### src/rtl/stopwatch_control_if.sv
// Signal bundle between the stopwatch sequencing controller and its surroundings.
// The master side is the controller; the slave side feeds the pulses and consumes the timing outputs.
interface stopwatch_control_if;
  logic [1:0] decimal_places;
  logic       start;
  logic       pause;
  logic       stop;
  logic       at_max;
  logic       tick;
  logic       clr;
  logic [1:0] resolution;
  logic       running;
  logic       pause_indicator;

  modport master (
    input  decimal_places, start, pause, stop, at_max,
    output tick, clr, resolution, running, pause_indicator
  );

  modport slave (
    output decimal_places, start, pause, stop, at_max,
    input  tick, clr, resolution, running, pause_indicator
  );
endinterface

### src/rtl/stopwatch_control.sv
// Run/pause/halt sequencer for the stopwatch datapath: owns the tick prescaler,
// counter clear, latched resolution and the pause LED (blinking once the count saturates).
module stopwatch_control #(
  parameter int MS_CYCLES  = 50000,
  parameter int BLINK_MS   = 250,
  parameter int PRESCALE_W = 32
) (
  input logic                 clk,
  input logic                 rst,
  stopwatch_control_if.master bus
);

  localparam int BLINK_CYCLES = BLINK_MS * MS_CYCLES;
  localparam int BLINK_W      = (BLINK_CYCLES > 1) ? $clog2(BLINK_CYCLES) : 1;
  localparam logic [BLINK_W-1:0]    BLINK_LAST = BLINK_W'(BLINK_CYCLES - 1);
  localparam logic [PRESCALE_W-1:0] LAST_S     = PRESCALE_W'(MS_CYCLES * 1000 - 1);
  localparam logic [PRESCALE_W-1:0] LAST_DS    = PRESCALE_W'(MS_CYCLES * 100 - 1);
  localparam logic [PRESCALE_W-1:0] LAST_CS    = PRESCALE_W'(MS_CYCLES * 10 - 1);
  localparam logic [PRESCALE_W-1:0] LAST_MS    = PRESCALE_W'(MS_CYCLES - 1);

  typedef enum logic [1:0] {IDLE, RUNNING, PAUSED, HALTED} state_t;

  state_t                state_q, state_d;
  logic [PRESCALE_W-1:0] presc_q, presc_d, period_last;
  logic [BLINK_W-1:0]    blink_q, blink_d;
  logic [1:0]            res_q, res_d;
  logic                  tick_q, tick_d;
  logic                  clr_q, clr_d;
  logic                  running_q, running_d;
  logic                  ind_q, ind_d;
  logic                  terminal;

  always_comb begin
    case (res_q)
      2'd0:    period_last = LAST_S;
      2'd1:    period_last = LAST_DS;
      2'd2:    period_last = LAST_CS;
      default: period_last = LAST_MS;
    endcase
  end

  assign terminal = (presc_q == period_last);

  always_comb begin
    state_d = state_q;
    presc_d = presc_q;
    blink_d = blink_q;
    res_d   = res_q;
    tick_d  = 1'b0;
    clr_d   = 1'b0;
    ind_d   = 1'b0;
    case (state_q)
      IDLE: begin
        if (bus.start && !bus.stop) begin
          state_d = RUNNING;
          clr_d   = 1'b1;
          res_d   = bus.decimal_places;
          presc_d = '0;
        end
      end
      RUNNING: begin
        // The prescaler advances on every RUNNING cycle, including the one a pause lands on.
        presc_d = terminal ? '0 : presc_q + 1'b1;
        if (bus.stop) begin
          state_d = IDLE;
          clr_d   = 1'b1;
        end else if (bus.pause && !bus.start) begin
          state_d = PAUSED;
          ind_d   = 1'b1;
        end else if (terminal) begin
          if (bus.at_max) begin
            state_d = HALTED;
            blink_d = '0;
            ind_d   = 1'b1;
          end else begin
            tick_d = 1'b1;
          end
        end
      end
      PAUSED: begin
        if (bus.stop) begin
          state_d = IDLE;
          clr_d   = 1'b1;
        end else if (bus.start || bus.pause) begin
          state_d = RUNNING;
        end else begin
          ind_d = 1'b1;
        end
      end
      HALTED: begin
        if (bus.stop) begin
          state_d = IDLE;
          clr_d   = 1'b1;
        end else if (blink_q == BLINK_LAST) begin
          blink_d = '0;
          ind_d   = ~ind_q;
        end else begin
          blink_d = blink_q + 1'b1;
          ind_d   = ind_q;
        end
      end
      default: state_d = IDLE;
    endcase
    running_d = (state_d == RUNNING);
  end

  always_ff @(posedge clk) begin
    if (rst) begin
      state_q   <= IDLE;
      presc_q   <= '0;
      blink_q   <= '0;
      res_q     <= 2'd0;
      tick_q    <= 1'b0;
      clr_q     <= 1'b0;
      running_q <= 1'b0;
      ind_q     <= 1'b0;
    end else begin
      state_q   <= state_d;
      presc_q   <= presc_d;
      blink_q   <= blink_d;
      res_q     <= res_d;
      tick_q    <= tick_d;
      clr_q     <= clr_d;
      running_q <= running_d;
      ind_q     <= ind_d;
    end
  end

  assign bus.tick            = tick_q;
  assign bus.clr             = clr_q;
  assign bus.resolution      = res_q;
  assign bus.running         = running_q;
  assign bus.pause_indicator = ind_q;

endmodule

### src/flat_wrapper.sv
// flat-port wrapper written by rule: the top's interface ports become plain ports
module stopwatch_control_flat 
#(
  parameter int MS_CYCLES  = 50000,
  parameter int BLINK_MS   = 250,
  parameter int PRESCALE_W = 32
)
  (clk, rst, bus_decimal_places, bus_start, bus_pause, bus_stop, bus_at_max, bus_tick, bus_clr, bus_resolution, bus_running, bus_pause_indicator);
  stopwatch_control_if bus_i ();
  input logic clk;
  input logic rst;
  input wire logic [$bits(bus_i.decimal_places)-1:0] bus_decimal_places;
  input wire logic [$bits(bus_i.start)-1:0] bus_start;
  input wire logic [$bits(bus_i.pause)-1:0] bus_pause;
  input wire logic [$bits(bus_i.stop)-1:0] bus_stop;
  input wire logic [$bits(bus_i.at_max)-1:0] bus_at_max;
  output wire logic [$bits(bus_i.tick)-1:0] bus_tick;
  output wire logic [$bits(bus_i.clr)-1:0] bus_clr;
  output wire logic [$bits(bus_i.resolution)-1:0] bus_resolution;
  output wire logic [$bits(bus_i.running)-1:0] bus_running;
  output wire logic [$bits(bus_i.pause_indicator)-1:0] bus_pause_indicator;
  assign bus_i.decimal_places = bus_decimal_places;
  assign bus_i.start = bus_start;
  assign bus_i.pause = bus_pause;
  assign bus_i.stop = bus_stop;
  assign bus_i.at_max = bus_at_max;
  assign bus_tick = bus_i.tick;
  assign bus_clr = bus_i.clr;
  assign bus_resolution = bus_i.resolution;
  assign bus_running = bus_i.running;
  assign bus_pause_indicator = bus_i.pause_indicator;
  stopwatch_control #(.MS_CYCLES(MS_CYCLES), .BLINK_MS(BLINK_MS), .PRESCALE_W(PRESCALE_W)) u_core (.clk(clk), .rst(rst), .bus(bus_i));
endmodule
### config.mk
export PLATFORM = sky130hd
export DESIGN_NAME = stopwatch_control_flat
export DESIGN_NICKNAME = d
export VERILOG_FILES = /design/src/rtl/stopwatch_control_if.sv /design/src/rtl/stopwatch_control.sv /design/src/flat_wrapper.sv
export SDC_FILE = /design/constraint.sdc
export NUM_CORES = 1
export LEC_CHECK = 0
export ABC_AREA = 0
export CELL_PAD_IN_SITES_DETAIL_PLACEMENT = 0
export CELL_PAD_IN_SITES_GLOBAL_PLACEMENT = 1
export CORE_ASPECT_RATIO = 0.75
export CORE_MARGIN = 2
export CORE_UTILIZATION = 52
export DETAILED_ROUTE_END_ITERATION = 7
export DONT_BUFFER_PORTS = 1
export GPL_ROUTABILITY_DRIVEN = 0
export MAX_ROUTING_LAYER = met4
export PLACE_DENSITY = 0.92
export SLEW_MARGIN = 20
export SYNTH_ARGS = -nofsm -noshare
export SYNTH_HDL_FRONTEND = slang
export SYNTH_SLANG_ARGS = --single-unit
### constraint.sdc
create_clock -name clk -period 6.9 [get_ports clk]
set_clock_uncertainty 0.05 [all_clocks]
set_input_delay 0 -clock clk [delete_from_list [all_inputs] [get_ports clk]]
set_output_delay 0 -clock clk [all_outputs]
set_load 0.01 [all_outputs]
After elaboration in Yosys (flattened, before gate mapping)
Cells that the tools add are included.

Add/sub/neg operators: 2. Equal/unequal tests: 15. Multiplexer cells: 33. Bitwise gates (word level): 3. Reduce and logical (&&, ||, !) cells: 14.

Operator list (count): two-way mux 24 bit (6); one-hot mux 26 bit (3 select lines) (1); two-way mux 32 bit (2); one-hot mux 32 bit (2 select lines) (1); one-hot mux 24 bit (2 select lines) (1); adder 32 x 1 -> 32 bit (second input constant) (1); equality test 32 x 26 -> 1 bit (1); adder 24 x 1 -> 24 bit (second input constant) (1); equality test 24 bit (second input constant) (1); two-way mux 2 bit (8); two-way mux 1 bit (11); inequality test 2 bit (second input constant) (4); one-hot mux 2 bit (4 select lines) (1); equality test 2 x 1 -> 1 bit (second input constant) (3); equality test 2 bit (second input constant) (3); AND reduction 6 bit (1); OR reduction 5 bit (1); logical NOT 2 bit (2); inequality test 2 x 1 -> 1 bit (second input constant) (2); AND reduction 2 bit (2); nonzero test 2 bit (2); inequality test 3 x 2 -> 1 bit (second input constant) (1); inverter 1 bit (3); one-hot mux 1 bit (3 select lines) (1); other kinds (5) (7).

Register bits after elaboration: 64. Input bits: 8. Output and inout port bits: 6. Logic and storage cells: 75.

Longest topological paths before layout
Gate-level depths: netlist of run 1.

Word-level depth: 8. Mapped depth: 10. Depth with buffers taken out: 8.

Worst setup path before layout of run 1
No wires, ideal clock.

Kind: reg-to-reg. Start: register u_core.res_q[0] (netlist: u_core.bus.resolution[0]). End: register u_core.blink_q[4]. Setup time: 0.071 ns. Arrival: 2.347 ns. Required time: 6.779 ns. Path slack: 4.432 ns. Cell stages (with the launch flop): 10. Path buffers: 1. Period minus slack after synthesis: 2.468 ns. Cells stage by stage: dfxtp_1 inv_1 ha_1 nor4b_2 a31oi_1 nor4_4 a21oi_2 buf_4 or4_1 a21oi_1.

Cells in the longest elaborated chain, start to end: 5. Elaborated cells on any way between the ends: 7. Classes of those cells: eq/ne (4); mux (1); reduce/logical (2).

RTL lines: start, declared (RTL line stopwatch_control.sv:26) `logic [1:0] res_q, res_d;`; start signal, assigned (RTL line stopwatch_control.sv:121) `res_q <= res_d;`; equality test 2 bit, or another cell as far along (RTL line stopwatch_control.sv:34) `case (res_q)`; one-hot mux 26 bit (3 select lines) (*) (RTL line stopwatch_control.sv:34); equality test 32 x 26 -> 1 bit (*) (RTL line stopwatch_control.sv:42) `assign terminal = (presc_q == period_last);`; inequality test 2 x 1 -> 1 bit (no source line) (*); AND reduction 6 bit (no source line) (*); end signal, assigned (RTL line stopwatch_control.sv:120) `blink_q <= blink_d;`; end, declared (RTL line stopwatch_control.sv:25) `logic [BLINK_W-1:0] blink_q, blink_d;`.

Every way passes the cells marked *; elsewhere a longest branch is shown, timed or not. A chain may end at the register's enable or synchronous reset.

Final worst setup path of run 1
Start: register u_core.res_q[0] (netlist: u_core.bus.resolution[0]). End: register u_core.blink_q[18].

Same word-level chain as after synthesis.

==> results.json, run 1 <==
{
  "cp_max_fo": 17,
  "die_area_um2": 7785,
  "synthMuxAreaShare": 0.01358,
  "clockBufferDepth": 2,
  "firstDrtPassIters": 6,
  "syn_nets": 475,
  "totalWireLength_um": 9198,
  "rsz0062_at_grt": "no",
  "drv_slew": 0,
  "yosys.area_share.xor_xnor": 0.01901,
  "status": "finished, final reports clean",
  "fin_crit_sh": 0.4828,
  "synth.yosys.warnings": 0,
  "finalNonFillerCells": 547,
  "setup_tns_ns": 0,
  "core-area_um2": 6832,
  "irDropWorstVdd_mv": 0.1527,
  "leakagePower_nw": 1.331,
  "fp.dieH_um": 76.92,
  "ios": 14,
  "antenna_found_initial": 0,
  "root_buffer": "clkbuf_8",
  "holdCritPathClass": "in2reg",
  "die_w_um": 101.2,
  "synth_top_family_by_area": "simple AND/OR/NAND/NOR gates",
  "antenna_left": 0,
  "synth-seq-cells": 64,
  "min_path_cells": 4,
  "ys.flop_type": "dfxtp_1",
  "post_drt_wl_per_cell_um": 16.82,
  "clk_latency_ns": 0.35,
  "grt_busiest_layer": "met1",
  "clock_sinks": 64,
  "ys_types": 62,
  "grt_pass1_vias": 3196,
  "clock.fmax_ghz": 0.3002,
  "hold_viol": 0,
  "end_kind": "flip-flop",
  "synth_edf_count": 0,
  "vias_per_cell": 6.528,
  "cp.arrival_ns": 3.58,
  "layout_common_cells": "64 x dfxtp_1, 54 x nand2_1, 33 x nand3_1",
  "synth_compound_area_frac": 0.2043,
  "yosys.area_share.simple": 0.3489,
  "avgSynthCellArea_um2": 8.013,
  "slew_headroom": 0.3143,
  "required_ns": 7.15,
  "drive_gt1_frac": 0.07343,
  "tightest_slew_ns": 1.029,
  "start_kind": "flip-flop",
  "cts_max_level": 3,
  "grt_max_degree": 35,
  "grtUsageTotal": 0.2564,
  "port_buffers": 0,
  "overflow": 0,
  "drcViolationCount": 0,
  "ys_async_sr_fraction": 0,
  "rows": 26,
  "slowest_stage": "a21o_1",
  "reg2reg_depth": 9,
  "ys_seq_area_frac": 0.3476,
  "powerDensity_nw_per_um2": 197.6,
  "worstPathCellList": "inv_1 -> ha_1 -> nor4b_2 -> a31oi_1 -> nor4_4 -> a21o_1 -> nand4_1 -> a21oi_1 -> dlygate4sd3_1",
  "max_stage_delay_ns": 0.59,
  "post_cts_buffers": 0,
  "grt_pass1_wl_um": 15600,
  "met2_usage": 0.3464,
  "period_needed_ns": 3.331,
  "final_common_cell": "dfxtp_1",
  "cts_inserted_buffers": 9,
  "dp_hpwl_um": 6120,
  "syn_inst": 460,
  "dp_cells": 521,
  "cap_violations": 0,
  "diodes": 0,
  "vias": 3571,
  "drt_iter0_markers": 257,
  "synth_area_um2": 3686,
  "path_clk_slew_ns": 0.08,
  "cts_tree": "built",
  "synth-adder-area-share": 0.02376,
  "syn2layout_area_growth_pct": 10.25,
  "start_util": 0.5396,
  "fin_nets": 473,
  "setup_violations": 0,
  "use_met3": 0.06563,
  "path_class": "reg2reg",
  "use_met1": 0.3821
}
routing by layer:
metal  routed length (µm)  vias to the layer above  part of all wire
met5                    0                        -                 0
met4                   91                        0            0.0099
met3                  691                       13             0.075
met2                 3738                      136              0.41
met1                 4676                     1691              0.51
li1                     -                     1731                 -
kinds of logic (layout without fill, tap and decap cells):
kind of cell,count (synthesis),in the layout
AOI/OAI and AO/OA,112,112
xor gates and xnor gates,8,8
adders and majority gates,7,7
buffers and inverters,36,39
DFF,64,64
muxes,5,5
and+or+nand+nor,228,228
power breakdown:
part,internal (mW),switching [mW],total (mW),leakage (nW)
logic,0.0123,0.0218,0.0341,0.695
clock network,0.240,0.154,0.394,0.119
registers,0.371,0.00334,0.374,0.516
cell usage after synthesis, types with 3 or more instances:
cell      instances  area, µm²
nor2_1           32      120.1
or3_1             4      25.02
nor3_1           15      75.07
a31oi_1           8      50.05
a32o_1            8      80.08
and4_1            4      35.03
o211ai_1          6      45.04
and3b_1           4      35.03
a21o_1            4      30.03
dfxtp_1          64       1281
o311ai_0          7      61.31
mux2i_1           5      50.05
buf_2             6      30.03
clkbuf_1         14      52.55
inv_1            11      41.29
nor4_1            5      31.28
o21ai_0          24      120.1
nand4_1          17      106.4
ha_1              7      87.58
nand4b_1          6      52.55
xnor2_1           4      35.03
and3_1           14      87.58
nor2b_1           6      37.54
nor3b_1           5      37.54
xor2_1            4      35.03
o21bai_1          3      22.52
or4_1             8      60.06
a21oi_1          29      145.1
nand2_1          54      202.7
and2_1            3      18.77
nand3_1          33      165.2
a22o_1            3      26.28
o31ai_1           4      30.03
metrics by stage:
| stage | hold slack (ns) | instance area [µm²] | utilization | setup slack (ns) | total power, mW |
|---|---|---|---|---|---|
| finish | 0.05733 | 4064 | 0.5949 | 3.569 | 0.8029 |
| global route | 0.07802 | 4064 | 0.5949 | 3.212 | 0.8307 |
| CTS | 0.04221 | 4064 | 0.5949 | 3.591 | 0.8081 |
| detailed placement | 0.02497 | 3710 | 0.5430 | 3.862 | 0.4073 |
| global placement | 0.02147 | 3695 | 0.5408 | 3.845 | 0.4062 |
| floorplan | 0.02214 | 3686 | - | 4.432 | 0.4039 |
cell type report:
type	instances	area [µm²]
Clock inverter	7	120.1
Tap cell	84	105.1
Fill cell	615	2768
Timing Repair Buffer	12	132.6
Clock buffer	9	123.9
Sequential cell	64	1281
Inverter	11	41.29
Multi-Input combinational cell	360	2260
worst paths after layout:
kind                                 start  slack [ns]            endpoint
hold / removal                   bus_start        0.06      u_core.bus.clr
setup reg to reg  u_core.bus.resolution[0]        3.57  u_core.blink_q[18]
hold reg to reg         u_core.blink_q[20]        0.44  u_core.blink_q[20]
setup / recovery  u_core.bus.resolution[0]        3.57  u_core.blink_q[18]
what timing repair did:
action / CTS / global route
resized for setup: 0 / 0
setup endpoints to repair: 0 / 0
hold endpoints to repair: 47 / 0
hold buffers: 10 / 0
worst max-delay path: cells and delay by family, from the launching register on:
family	cells	cell delay, ns
AO/OA/AOI/OAI	3	0.87
AND/OR/NAND/NOR	3	0.86
buffers and inverters	2	0.67
flip-flops	1	0.56
adder cells (fa/ha/maj)	1	0.28
registers in the layout (all words and copies together) (netlist names):
name / flops
u_core.bus.pause_indicator: 1
u_core.presc_q: 32
u_core.bus.resolution: 2
u_core.blink_q: 24
u_core.bus.tick: 1
u_core.bus.running: 1
u_core.state_q: 2
u_core.bus.clr: 1
No activity file was read; power rests on OpenSTA's default activity.
==> inputs of run 2 (changes only) <==
--- a/config.mk
+++ b/config.mk
@@ -10,12 +10,12 @@
 export CELL_PAD_IN_SITES_GLOBAL_PLACEMENT = 1
 export CORE_ASPECT_RATIO = 0.75
 export CORE_MARGIN = 2
-export CORE_UTILIZATION = 52
+export CORE_UTILIZATION = 48
 export DETAILED_ROUTE_END_ITERATION = 7
 export DONT_BUFFER_PORTS = 1
 export GPL_ROUTABILITY_DRIVEN = 0
 export MAX_ROUTING_LAYER = met4
-export PLACE_DENSITY = 0.92
+export PLACE_DENSITY = 0.86
 export SLEW_MARGIN = 20
 export SYNTH_ARGS = -nofsm -noshare
 export SYNTH_HDL_FRONTEND = slang
==> constraint.sdc (replaced) <==
create_clock -name clk -period 3.15 [get_ports clk]
set_clock_uncertainty 0.05 [all_clocks]
set_input_delay 0 -clock clk [delete_from_list [all_inputs] [get_ports clk]]
set_output_delay 0 -clock clk [all_outputs]
set_load 0.01 [all_outputs]
==> run 2 against run 1 <==
Global-route usage shrank 1.4 points. Non-clock buffer count grew 7. Core utilization shrank 3.7 points. Design area grew 1.6%. Count of clock-buffer cells in the layout is the same. Setup slack lost 3.2 ns. Maximum frequency grew 20%. Clock power grew 120%. Die area grew 7.9%. Sequential power grew 120%. Largest power group unchanged.
==> results.json, run 2 (synthesis gave the netlist of run 1 again) <==
{
  "status": "finished, final reports clean",
  "holdCritPathClass": "in2reg",
  "clockPowerShare": 0.494,
  "fp.dieH_um": 79.89,
  "fin_crit_sh": 0.8806,
  "slowest_stage": "a211o_1",
  "root_buffer": "clkbuf_8",
  "fin_nets": 480,
  "vias_per_cell": 6.103,
  "vias": 3485,
  "final_common_cell": "dfxtp_1",
  "layout_common_cells": "64 x dfxtp_1, 54 x nand2_1, 33 x nand3_1",
  "core-area_um2": 7398,
  "fin_total_pwr_mw": 1.776,
  "post_cts_buffers": 0,
  "setup_violations": 0,
  "rows": 27,
  "clk_latency_ns": 0.35,
  "drv_slew": 0,
  "cts_hold_buffers": 10,
  "cts_inserted_buffers": 9,
  "powerDensity_nw_per_um2": 429.9,
  "post_drt_wl_per_cell_um": 16.32,
  "top_regs": "u_core.presc_q (32), u_core.blink_q (24)",
  "grt_pass1_vias": 3254,
  "hold_viol": 0,
  "path_class": "reg2reg",
  "grtUsageTotal": 0.2421,
  "totalWireLength_um": 9319,
  "hold_slack_ns": 0.04243,
  "clock_sinks": 64,
  "diodes": 0,
  "grt_max_degree": 34,
  "dp_hpwl_um": 6125,
  "setup_tns_ns": 0,
  "drive_gt1_frac": 0.08723,
  "cp_num_buf_inv": 1,
  "drcViolationCount": 0,
  "p_comb_frac": 0.046,
  "drt_iter0_markers": 338,
  "clock.fmax_ghz": 0.3605,
  "antenna_left": 0,
  "cts_max_level": 3,
  "min_path_cells": 3,
  "path_delay_family": "simple AND/OR/NAND/NOR gates",
  "die_area_um2": 8403,
  "clockBufferDepth": 2,
  "regMostFlops": "u_core.presc_q",
  "start_kind": "flip-flop",
  "die_w_um": 105.2,
  "cp_max_fo": 23,
  "p_int_mw": 1.370,
  "cap_violations": 0,
  "crit_cells": 8,
  "sequentialPowerShare": 0.460,
  "rsz0062_at_grt": "no",
  "irDropWorstVdd_mv": 0.2306,
  "max_stage_delay_ns": 0.75,
  "period_needed_ns": 2.774,
  "antenna_found_initial": 0,
  "tightest_slew_ns": 0.8055,
  "slew_headroom": 0.4630,
  "grt_pass1_wl_um": 15920,
  "start_util": 0.4982,
  "path_clk_slew_ns": 0.08,
  "reg2reg_depth": 8,
  "port_buffers": 0,
  "firstDrtPassIters": 4,
  "end_kind": "flip-flop",
  "syn2layout_area_growth_pct": 12.05,
  "p_switching_mw": 0.4054,
  "sw_frac_of_total": 0.2283,
  "worstPathCellList": "buf_4 -> ha_1 -> nor3b_1 -> o211ai_1 -> nor3_1 -> a211o_1 -> or4_1 -> nand3_1",
  "fillerInstances": 669,
  "overflow": 0,
  "cp.arrival_ns": 2.95,
  "required_ns": 3.32,
  "cts_tree": "built",
  "cts_resized": 0,
  "largest_reg_flops": 32,
  "leakagePower_nw": 1.364,
  "ios": 14
}
[run 2: cell count changes in the layout (fill, tap and decap cells not counted), sizes merged]
cell  delta
buf      +7
[run 2: stage by stage]
step | area (µm²) | setup slack, ns | utilization | instances
5_1_grt | 4130 | 0.1934 | 0.5583 | 571
4_1_cts | 4130 | 0.3967 | 0.5583 | 571
3_3_place_gp | 3776 | 0.4987 | 0.5104 | 545
3_5_place_dp | 3776 | 0.4173 | 0.5104 | 545
2_1_floorplan | 3686 | 0.6821 | - | 460
6_report | 4130 | 0.3762 | 0.5583 | 571
[run 2: worst paths after layout]
kind | start | end | slack, ns
setup / recovery | u_core.bus.resolution[1] | u_core.presc_q[30] | 0.38
hold reg to reg | u_core.blink_q[1] | u_core.blink_q[1] | 0.44
hold / removal | bus_at_max | u_core.state_q[1] | 0.04
setup reg to reg | u_core.bus.resolution[1] | u_core.presc_q[30] | 0.38
[run 2: layout make-up]
type / count / area (µm²) / area share
clock buffers: 9 / 123.9 / 0.02999
clock inverters: 7 / 120.1 / 0.02908
inverters: 11 / 41.29 / 0.009997
multi-input cells: 360 / 2260 / 0.5471
flip-flops and latches: 64 / 1281 / 0.3102
well taps: 101 / 126.4 / 0.03060
repair buffers: 19 / 177.7 / 0.04302
[run 2: layer usage]
layer	share of wire	global-route usage	routed length [µm]
met4	0.015	0.08000	136
met3	0.053	0.05714	497
met2	0.40	0.3342	3758
met1	0.53	0.3443	4926
met5	0	-	0
[run 2: power groups by stage]
stage | Clock [mW] | Combinational [mW] | Sequential (mW)
floorplan | 0 | 0.0488 | 0.836
global route | 0.924 | 0.0905 | 0.817
global placement | 0 | 0.0594 | 0.836
finish | 0.876 | 0.0822 | 0.817
detailed placement | 0 | 0.0607 | 0.836
CTS | 0.893 | 0.0809 | 0.817
[run 2: tightest hold or removal path, cell delays in order]
cell	delay, ns
and4bb_2	0.25
a21oi_1	0.09
nor2_1	0.07
==> inputs of run 3 (changes only) <==
==> constraint.sdc (replaced) <==
create_clock -name clk -period 3.15 [get_ports clk]
set_clock_uncertainty 0.05 [all_clocks]
set_input_delay 0.315 -clock clk [delete_from_list [all_inputs] [get_ports clk]]
set_output_delay 0.315 -clock clk [all_outputs]
set_load 0.01 [all_outputs]
==> run 3 against run 2 <==
Design area fell by 3.6%. Routed wire length fell by 4.3%. Maximum frequency rose by 1.3%. Highest routed layer unchanged. Largest power group is now registers. Critical path type unchanged. Power fell by 11%. Count of clock-buffer cells in the layout rose by 2. Combinational power fell by 18%. Sequential share of layout area rose by 1.1 points.
==> results.json, run 3 (synthesis gave the netlist of run 1 again) <==
{
  "status": "finished, final reports clean",
  "use_met1": 0.3347,
  "grt_max_degree": 32,
  "dp_hpwl_um": 6126,
  "place_area_um2": 3776,
  "antenna_found_initial": 0,
  "drt_iter0_markers": 275,
  "pre_cts_ws_ns": 0.4123,
  "powerDensity_nw_per_um2": 396.2,
  "post_cts_buffers": 0,
  "syn2layout_area_growth_pct": 8.045,
  "leakagePower_nw": 1.301,
  "setup_violations": 0,
  "period_needed_ns": 2.739,
  "hold_viol": 0,
  "top_regs": "u_core.presc_q (32), u_core.blink_q (24)",
  "fin_nets": 472,
  "port_buffers": 0,
  "fp.dieH_um": 79.89,
  "drive_gt1_frac": 0.08243,
  "clockPowerShare": 0.439,
  "met2_usage": 0.3258,
  "post_drt_wl_per_cell_um": 15.87,
  "holdCritPathClass": "in2reg",
  "cap_violations": 0,
  "overflow": 0,
  "grt_pass1_wl_um": 15590,
  "clockBufferDepth": 2,
  "drv_slew": 0,
  "grt_busiest_layer": "met1",
  "final_common_cell": "dfxtp_1",
  "setup_tns_ns": 0,
  "slew_headroom": 0.4254,
  "p_int_mw": 1.215,
  "post-route-cell-area_um2": 3983,
  "antenna_left": 0,
  "firstDrtPassIters": 5,
  "die_w_um": 105.2,
  "start_util": 0.4982,
  "cts_tree": "built",
  "cp.arrival_ns": 2.92,
  "required_ns": 3.33,
  "irDropWorstVdd_mv": 0.1994,
  "cts_max_level": 3,
  "use_met3": 0.06857,
  "regMostFlops": "u_core.presc_q",
  "ios": 14,
  "layout_common_cells": "64 x dfxtp_1, 54 x nand2_1, 33 x nand3_1",
  "fin_crit_sh": 0.8694,
  "root_buffer": "clkbuf_8",
  "hold_slack_ns": 0.03431,
  "sw_frac_of_total": 0.2302,
  "core-area_um2": 7398,
  "start_kind": "flip-flop",
  "cts_inserted_buffers": 9,
  "totalWireLength_um": 8920,
  "sequentialPowerShare": 0.518,
  "postLayoutSetupSlackWorst_ns": 0.4115,
  "largest_reg_flops": 32,
  "clock.fmax_ghz": 0.3652,
  "tightest_slew_ns": 0.8590,
  "rows": 27,
  "reg2reg_depth": 8,
  "end_kind": "flip-flop",
  "grtUsageTotal": 0.2348,
  "clk_latency_ns": 0.34,
  "die_area_um2": 8403,
  "min_path_cells": 1,
  "p_comb_frac": 0.043,
  "path_class": "reg2reg",
  "diodes": 0,
  "vias": 3479,
  "vias_per_cell": 6.190,
  "p_switching_mw": 0.3633,
  "cp_max_fo": 23,
  "path_clk_slew_ns": 0.07,
  "rsz0062_at_grt": "no",
  "clock_sinks": 64,
  "grt_pass1_vias": 3146,
  "drcViolationCount": 0
}
## run 3: final cells by class
cell class / count / area (µm²)
multi-input combinational: 360 / 2260
sequential: 64 / 1281
clock buffer: 11 / 141.4
timing repair buffer: 11 / 87.58
clock inverter: 4 / 45.04
fill: 672 / 3416
inverter: 11 / 41.29
tap: 101 / 126.4
## run 3: power by group through the flow
stage          registers [mW]  logic [mW]  clock network, mW
2_1_floorplan           0.836      0.0488                  0
3_3_place_gp            0.836      0.0592                  0
3_5_place_dp            0.836      0.0602                  0
4_1_cts                 0.817      0.0673              0.707
5_1_grt                 0.818      0.0748              0.743
6_report                0.818      0.0674              0.693
## run 3: worst max-delay path: stages, from the launching register on
cell	delay [ns]
dfxtp_1	0.31
buf_4	0.15
ha_1	0.20
nor3b_1	0.19
o211ai_1	0.17
nor3_1	0.53
a211o_1	0.72
or4_1	0.22
o21ai_0	0.07
## run 3: through the flow
stage / cells / utilization / power [mW]
6_report: 562 / 0.5383 / 1.578
5_1_grt: 562 / 0.5383 / 1.636
4_1_cts: 562 / 0.5383 / 1.592
3_5_place_dp: 545 / 0.5104 / 0.8962
3_3_place_gp: 545 / 0.5104 / 0.8951
2_1_floorplan: 460 / - / 0.8847
## run 3: routing by layer
metal  vias up  routed length (µm)
met5         -                   0
met4         0                  56
met3         9                 547
met2        79                3600
met1      1659                4715
li1       1732                   -
## run 3: worst paths after layout
path,from,to,slack (ns)
setup / recovery,u_core.bus.resolution[1],u_core.presc_q[11],0.41
hold / removal,rst,u_core.blink_q[3],0.03
setup reg to reg,u_core.bus.resolution[1],u_core.presc_q[11],0.41
hold reg to reg,u_core.blink_q[20],u_core.blink_q[20],0.43
## run 3: repair_timing
action | 4_1_cts | 5_1_grt
endpoints found under the hold margin | 20 | 0
resized for setup | 0 | 0
hold buffers | 2 | 0
